===== src/rtl/ama_error_monitor.sv =====
// ama_error_monitor
// Measures the accuracy of an approximate adder over a run of exactly
// 2^CNT_W samples. Each accepted sample carries the adder operands and the
// approximate adder's {Cout, SUM}. A two-stage pipeline first forms the exact
// sum, then the error distance |exact - approx|. The run statistics are
// sample count, error count, maximum error distance and summed error distance.
module ama_error_monitor #(
    parameter int WIDTH = 24,
    parameter int CNT_W = 10
) (
    input  logic                   clk,
    input  logic                   rst,
    input  logic                   start,
    input  logic                   in_valid,
    output logic                   in_ready,
    input  logic [WIDTH-1:0]       a,
    input  logic [WIDTH-1:0]       b,
    input  logic                   cin,
    input  logic [WIDTH-1:0]       appr_sum,
    input  logic                   appr_cout,
    output logic                   busy,
    output logic                   done,
    output logic [CNT_W:0]         sample_count,
    output logic [CNT_W:0]         err_count,
    output logic [WIDTH:0]         max_ed,
    output logic [WIDTH+CNT_W:0]   sum_ed
);

    typedef enum logic [1:0] {
        IDLE  = 2'd0,
        RUN   = 2'd1,
        DRAIN = 2'd2,
        DONE  = 2'd3
    } state_t;

    // Count value held just before the final accept of a run (2^CNT_W - 1).
    localparam logic [CNT_W:0] LAST_COUNT = {1'b0, {CNT_W{1'b1}}};
    localparam logic [CNT_W:0] ONE_COUNT  = {{CNT_W{1'b0}}, 1'b1};

    state_t               state;

    logic                 run_start;
    logic                 accept;
    logic                 last_accept;

    logic [WIDTH:0]       exact_sum;
    logic [WIDTH:0]       ed_next;

    logic                 s1_valid;
    logic [WIDTH:0]       s1_exact;
    logic [WIDTH:0]       s1_approx;

    logic                 s2_valid;
    logic [WIDTH:0]       s2_ed;

    // A start is only meaningful while idle or after a completed run.
    assign run_start   = start && ((state == IDLE) || (state == DONE));
    assign accept      = in_valid && in_ready;
    assign last_accept = accept && (sample_count == LAST_COUNT);

    // Exact reference sum, zero-extended so the carry-out lands in the top bit.
    assign exact_sum = {1'b0, a} + {1'b0, b} + {{WIDTH{1'b0}}, cin};

    // Unsigned distance between exact and approximate results.
    assign ed_next = (s1_exact >= s1_approx) ? (s1_exact - s1_approx)
                                             : (s1_approx - s1_exact);

    // Run control FSM; the handshake and status flags are registered with the state.
    always_ff @(posedge clk or posedge rst) begin
        if (rst) begin
            state    <= IDLE;
            in_ready <= 1'b0;
            busy     <= 1'b0;
            done     <= 1'b0;
        end else begin
            case (state)
                IDLE, DONE: begin
                    if (start) begin
                        state    <= RUN;
                        in_ready <= 1'b1;
                        busy     <= 1'b1;
                        done     <= 1'b0;
                    end
                end
                RUN: begin
                    if (last_accept) begin
                        state    <= DRAIN;
                        in_ready <= 1'b0;
                    end
                end
                DRAIN: begin
                    // Once stage 1 is empty the last sample sits in stage 2 and
                    // retires into the statistics on this same edge.
                    if (!s1_valid) begin
                        state <= DONE;
                        busy  <= 1'b0;
                        done  <= 1'b1;
                    end
                end
                default: begin
                    state    <= IDLE;
                    in_ready <= 1'b0;
                    busy     <= 1'b0;
                    done     <= 1'b0;
                end
            endcase
        end
    end

    // Samples accepted in the current run, counted on the accepting edge.
    always_ff @(posedge clk or posedge rst) begin
        if (rst) begin
            sample_count <= '0;
        end else if (run_start) begin
            sample_count <= '0;
        end else if (accept) begin
            sample_count <= sample_count + ONE_COUNT;
        end
    end

    // Stage 1 captures the exact sum and the approximate result of an accepted sample.
    always_ff @(posedge clk or posedge rst) begin
        if (rst) begin
            s1_valid  <= 1'b0;
            s1_exact  <= '0;
            s1_approx <= '0;
        end else begin
            s1_valid <= accept && !run_start;
            if (accept) begin
                s1_exact  <= exact_sum;
                s1_approx <= {appr_cout, appr_sum};
            end
        end
    end

    // Stage 2 holds the error distance of the sample that was in stage 1.
    always_ff @(posedge clk or posedge rst) begin
        if (rst) begin
            s2_valid <= 1'b0;
            s2_ed    <= '0;
        end else if (run_start) begin
            s2_valid <= 1'b0;
        end else begin
            s2_valid <= s1_valid;
            if (s1_valid) begin
                s2_ed <= ed_next;
            end
        end
    end

    // Statistics accumulate each error distance leaving stage 2; sum_ed is wide enough never to overflow.
    always_ff @(posedge clk or posedge rst) begin
        if (rst) begin
            err_count <= '0;
            max_ed    <= '0;
            sum_ed    <= '0;
        end else if (run_start) begin
            err_count <= '0;
            max_ed    <= '0;
            sum_ed    <= '0;
        end else if (s2_valid) begin
            sum_ed <= sum_ed + {{CNT_W{1'b0}}, s2_ed};
            if (s2_ed > max_ed) begin
                max_ed <= s2_ed;
            end
            if (s2_ed != '0) begin
                err_count <= err_count + ONE_COUNT;
            end
        end
    end

endmodule

===== config.mk =====
export PLATFORM = sky130hd
export DESIGN_NAME = ama_error_monitor
export DESIGN_NICKNAME = d
export VERILOG_FILES = /design/src/rtl/ama_error_monitor.sv
export SDC_FILE = /design/constraint.sdc
export NUM_CORES = 1
export LEC_CHECK = 0
export CORE_ASPECT_RATIO = 1.5
export CORE_MARGIN = 2
export CORE_UTILIZATION = 40
export CTS_BUF_LIST = sky130_fd_sc_hd__clkbuf_4
export DETAILED_ROUTE_END_ITERATION = 8
export SLEW_MARGIN = 25
export SYNTH_ARGS = -nofsm -noshare
export SYNTH_HDL_FRONTEND = slang
export SYNTH_SLANG_ARGS = --single-unit

===== constraint.sdc =====
create_clock -name clk -period 15.14 [get_ports clk]
set_clock_uncertainty 0.1 [all_clocks]
set_input_delay 3.028 -clock clk [delete_from_list [all_inputs] [get_ports clk]]
set_output_delay 3.028 -clock clk [all_outputs]
set_load 0.005 [all_outputs]

# After elaboration in Yosys (flattened, before gate mapping)
# Cells that the tools add are included.
# word_totals
elab_cells	75
latchBits	0
inputBits	78
n_memories	0
romBits	0
mem_bits_rw	0
register_bits	164
# classes
n_bitwise	1
reduce_logical	21
add_sub_neg	7
n_mul	0
muxes	24
n_eq_ne	7
n_lt_le_gt_ge	2
div	0
shift	0
# ops
operator	count
two-way mux 25 bit	4
two-way mux 35 bit	2
two-way mux 11 bit	5
subtractor 25 bit	2
adder 35 x 25 -> 35 bit	1
adder 24 x 24 -> 25 bit	1
adder 25 x 1 -> 25 bit	1
>= comparator 25 bit	1
> comparator 25 bit	1
nonzero test 25 bit	1
adder 11 x 1 -> 11 bit, second input constant	2
nonzero test 2 bit	6
equality test 11 x 10 -> 1 bit, second input constant	1
AND reduction 3 bit	3
two-way mux 1 bit	6
two-way mux 2 bit	3
!= test 2 bit, second input constant	3
case mux 1 bit (2 select lines)	3
case mux 2 bit (3 select lines)	1
AND reduction 2 bit	3
equality test 2 bit, second input constant	2
logical AND 1 bit	4
equality test 2 x 1 -> 1 bit, second input constant	1
zero test 2 bit	1
4 further kinds	4

# Logic depth before layout (Yosys ltp)
# depth
depth_word	5
ltp_mapped	14

# Worst setup path after synthesis
# OpenSTA, ideal clock, no wires.
# synth_path
path_kind	input port to flip-flop
startpoint	input port a[0]
endpoint	register s1_exact[10]
stages	13
required_ps	14915
slack_ps	9520
arrival_ps	5396
path_cell_list	inv_1 -> fa_1 -> inv_1 -> fa_1 -> a21o_1 -> a21o_1 -> a2111oi_2 -> nor2_1 -> a21o_1 -> a21o_1 -> a21oi_1 -> xnor2_1 -> mux2_2
# synth_via
elab_chain_cells	2
# synth_rtl
item	line	text
start, declared	16	input logic [WIDTH-1:0] a,
adder 24 x 24 -> 25 bit	62	assign exact_sum = {1'b0, a} + {1'b0, b} + {{WIDTH{1'b0}}, cin};
adder 25 x 1 -> 25 bit	62	
end signal, assigned	130	s1_exact <= exact_sum;
end, declared	50	logic [WIDTH:0] s1_exact;
# No other way between the ends.
# A chain may end at the register's enable or synchronous reset.

# Final worst setup path
# layout_path
startpoint	input port a[0]
endpoint	register s1_exact[22]
# Same word-level chain as after synthesis.

==> reports/qor.csv <==
metric,value,unit
result of the run,completed,
Mean Syn Cell Area,8.41,sq um
Root Buffer,sky130_fd_sc_hd__clkbuf_4,
placed wire-length estimate after detailed placement,23400,um
worst setup path class,primary input to flip-flop,
number of buffers inserted by hold repair at cts,0,
number of nets still failing antenna checks after routing,0,
number of ports placed on the die boundary,163,
endpoint kind of the worst setup timing path,flip-flop,
via count of the first global-routing pass,10400,
final count of negative-setup-slack endpoints,0,
slew of the pin with the lowest slew margin,0.862,ns
number of gates given a new drive strength after cts,0,
"Top FF cell, synth",sky130_fd_sc_hd__dfrtp_1,
area of the mapped netlist,0.0122,sq mm
Max VDD drop,0.0000593,V
post-route worst hold slack,0.434,ns
clock slew at reported path FFs,0.14,ns
DR iter-0 viols,495,
horizontal extent of the die,146,um
initial antenna violation count,2,
syn_nets,1655,
final max-slew violation count,0,
Static Leakage,6.51,nW
GRT Residual Overflow,0,
count of cell types in the netlist,78,
Area growth syn-to-layout,19.0,%
ys async rst share,1.00,
clock latency at the later pin of the worst-skew pair,0.64,ns
GR Util met3,0.0272,
global routing met2 resource utilization,0.356,
share of post-route cells with drive strength above 1,0.0461,
setup slack on the worst flop-to-flop path,11.35,ns
number of vias per cell,5.30,
clock tree from TritonCTS,done,
cell type with the highest aggregate area in the netlist,sky130_fd_sc_hd__dfrtp_1,
effective utilization at floorplan,0.404,
row count,78,
Post-layout nets,1782,
met1 demand-to-capacity share in global routing,0.231,
sequential fraction of the synthesis area,0.338,
post-detailed-route DRC marker count,0,
RD Place Congestion,0.862,
final hold violation count,0,
maximum fanout encountered on the critical timing path,3,
total of buffers placed on input and output ports,162,
required arrival time at the worst endpoint,15.54,ns
area of the placeable core,0.0301,sq mm
final worst path period need,5.76,ns
post-CTS setup repair buffer count,0,
PwrDens,148,mW/mm^2
top-area cell type share of the netlist area,0.338,
unrepaired setup endpoints after global routing,no,
global-route layer with the greatest usage,met2,
Post-Syn Instances,1445,
CTS H-Tree Depth,4,
mean routed wirelength per cell,15.3,um
tightest slew margin relative to the limit,0.418,
largest buffer count on any clock path,2,
count of flip-flops with a built-in enable after synthesis,0,
clock net sink count,164,
wire length of the first global-routing pass,50900,um
Area contributors post-synth,"sky130_fd_sc_hd__dfrtp_1 34%, sky130_fd_sc_hd__ha_1 13%, sky130_fd_sc_hd__o21ai_0 5.9%",
Die ar.,0.0318,sq mm
DR vias,10500,
max-capacitance violation count,0,
global-route usage over all layers,0.195,
Routed Wire Length,30400,um
height of the chip,217,um
min-delay worst type,flip-flop to flip-flop,
Setup TNS Final,0,ns
fmax,174,MHz
pin count of the biggest net entering global routing,100,
cts bufs inserted,17,
Yosys Warn Count,0,
Worst Setup Start Kind,primary input,
Crit path arrival time,6.17,ns
fraction of the cycle the final worst path needs,0.381,
number of register bits inferred by synthesis,164,
first-pass detailed-route iteration total,5,
## cell usage after synthesis (11+ instances only)
cell type	number
sky130_fd_sc_hd__ha_1	127
sky130_fd_sc_hd__a21oi_1	110
sky130_fd_sc_hd__nand2_1	164
sky130_fd_sc_hd__xor2_1	35
sky130_fd_sc_hd__mux2i_1	23
sky130_fd_sc_hd__buf_2	11
sky130_fd_sc_hd__and3_1	14
sky130_fd_sc_hd__clkbuf_1	37
sky130_fd_sc_hd__o21a_1	18
sky130_fd_sc_hd__dfrtp_1	164
sky130_fd_sc_hd__o21ai_0	144
sky130_fd_sc_hd__inv_1	108
sky130_fd_sc_hd__a21o_1	38
sky130_fd_sc_hd__nor3_1	31
sky130_fd_sc_hd__nand3_1	62
sky130_fd_sc_hd__or3_1	12
sky130_fd_sc_hd__nand2b_1	25
sky130_fd_sc_hd__xnor2_1	36
sky130_fd_sc_hd__nor2_1	94
sky130_fd_sc_hd__nand4_1	16
sky130_fd_sc_hd__a211oi_1	14
## sequential cells by signal, summed over array words and instances, names as in the netlist, 2 cells and up
| signal | count |
|---|---|
| err_count | 11 |
| max_ed | 25 |
| s1_approx | 25 |
| s1_exact | 25 |
| s2_ed | 25 |
| sample_count | 11 |
| state | 2 |
| sum_ed | 35 |
## placed cells by master (no fill, tap or decap), types with 9 or more instances in the layout
| cell | count |
|---|---|
| sky130_fd_sc_hd__nand3_1 | 62 |
| sky130_fd_sc_hd__mux2i_1 | 23 |
| sky130_fd_sc_hd__xor2_1 | 35 |
| sky130_fd_sc_hd__a21oi_1 | 110 |
| sky130_fd_sc_hd__or3_1 | 12 |
| sky130_fd_sc_hd__xnor2_1 | 36 |
| sky130_fd_sc_hd__a211oi_1 | 14 |
| sky130_fd_sc_hd__o21a_1 | 18 |
| sky130_fd_sc_hd__nand2b_1 | 25 |
| sky130_fd_sc_hd__o21bai_1 | 10 |
| sky130_fd_sc_hd__clkdlybuf4s50_1 | 162 |
| sky130_fd_sc_hd__o21ai_0 | 144 |
| sky130_fd_sc_hd__and3_1 | 14 |
| sky130_fd_sc_hd__nor2_1 | 94 |
| sky130_fd_sc_hd__inv_1 | 107 |
| sky130_fd_sc_hd__nor3_1 | 31 |
| sky130_fd_sc_hd__ha_1 | 127 |
| sky130_fd_sc_hd__a21o_1 | 38 |
| sky130_fd_sc_hd__o31ai_1 | 9 |
| sky130_fd_sc_hd__dfrtp_1 | 164 |
| sky130_fd_sc_hd__nand4_1 | 16 |
| sky130_fd_sc_hd__nand2_1 | 163 |
| sky130_fd_sc_hd__clkbuf_4 | 17 |
## layout make-up
| cell class | instances | area, sq um |
|---|---|---|
| clock inverter | 15 | 243 |
| multi-input combinational | 1110 | 7360 |
| tap | 400 | 500 |
| sequential | 164 | 4100 |
| timing repair buffer | 171 | 1710 |
| antenna | 2 | 5.00 |
| fill | 3017 | 15600 |
| inverter | 108 | 410 |
| clock buffer | 17 | 128 |
## metal layers
metal | share of wire | up-vias
met5 | 0 | -
met4 | 0.027 | 0
met3 | 0.026 | 40
met2 | 0.52 | 176
met1 | 0.43 | 4974
li1 | - | 5332
## stage by stage
stage                     std cells   util  instance area (sq um)  power, mW  worst slack (ns)
after CTS                      1984  0.480                  14400       2.17              9.45
after global routing           1987  0.481                  14500       2.35              9.22
final                          1987  0.481                  14500       2.15              9.38
after global placement         1952  0.468                  14100       1.80              8.77
after detailed placement       1952  0.468                  14100       1.82              8.69
after floorplan                1445      -                  12200       1.47              7.58
## critical path, stage by stage
cell,delay (ns)
sky130_fd_sc_hd__clkdlybuf4s50_1,0.40
sky130_fd_sc_hd__inv_1,0.08
sky130_fd_sc_hd__fa_1,0.19
sky130_fd_sc_hd__inv_1,0.05
sky130_fd_sc_hd__fa_1,0.39
sky130_fd_sc_hd__a21o_1,0.17
sky130_fd_sc_hd__a21o_1,0.22
sky130_fd_sc_hd__a2111oi_2,0.47
sky130_fd_sc_hd__nor3_1,0.21
sky130_fd_sc_hd__o2111ai_1,0.32
sky130_fd_sc_hd__nand3_1,0.13
sky130_fd_sc_hd__a31oi_1,0.29
sky130_fd_sc_hd__xnor2_1,0.15
sky130_fd_sc_hd__o21ai_0,0.09
## report_power, final
| part | switching, mW | internal [mW] |
|---|---|---|
| combinational | 0.635 | 0.514 |
| clock | 0.180 | 0.153 |
| sequential | 0.123 | 0.540 |
## worst paths after layout
check                                          from                          end  cells past startpoint
min in group asynchronous                       rst     s1_approx[0]$_DFFE_PP0P_                      2
setup / recovery                               a[0]     s1_exact[22]$_DFFE_PP0P_                     14
max in group asynchronous                       rst  sample_count[6]$_DFFE_PP0P_                      3
setup reg to reg           s1_exact[20]$_DFFE_PP0P_        s2_ed[20]$_DFFE_PP0P_                     11
hold / removal             s1_exact[19]$_DFFE_PP0P_     s1_exact[19]$_DFFE_PP0P_                      2
hold reg to reg            s1_exact[19]$_DFFE_PP0P_     s1_exact[19]$_DFFE_PP0P_                      2
## cells by family (layout without fill, tap and decap cells)
| family | count (synthesis) | in the layout | share of synthesized area |
|---|---|---|---|
| other | 0 | 2 | 0 |
| AND/OR/NAND/NOR | 465 | 465 | 0.181 |
| multiplexers | 28 | 28 | 0.0236 |
| flip-flops | 164 | 164 | 0.338 |
| buffers and inverters | 171 | 311 | 0.0583 |
| XOR/XNOR | 71 | 71 | 0.0512 |
| AO/OA/AOI/OAI | 414 | 414 | 0.210 |
| adder cells (fa/ha/maj) | 132 | 132 | 0.139 |
Power figures use the tool's default switching activity.
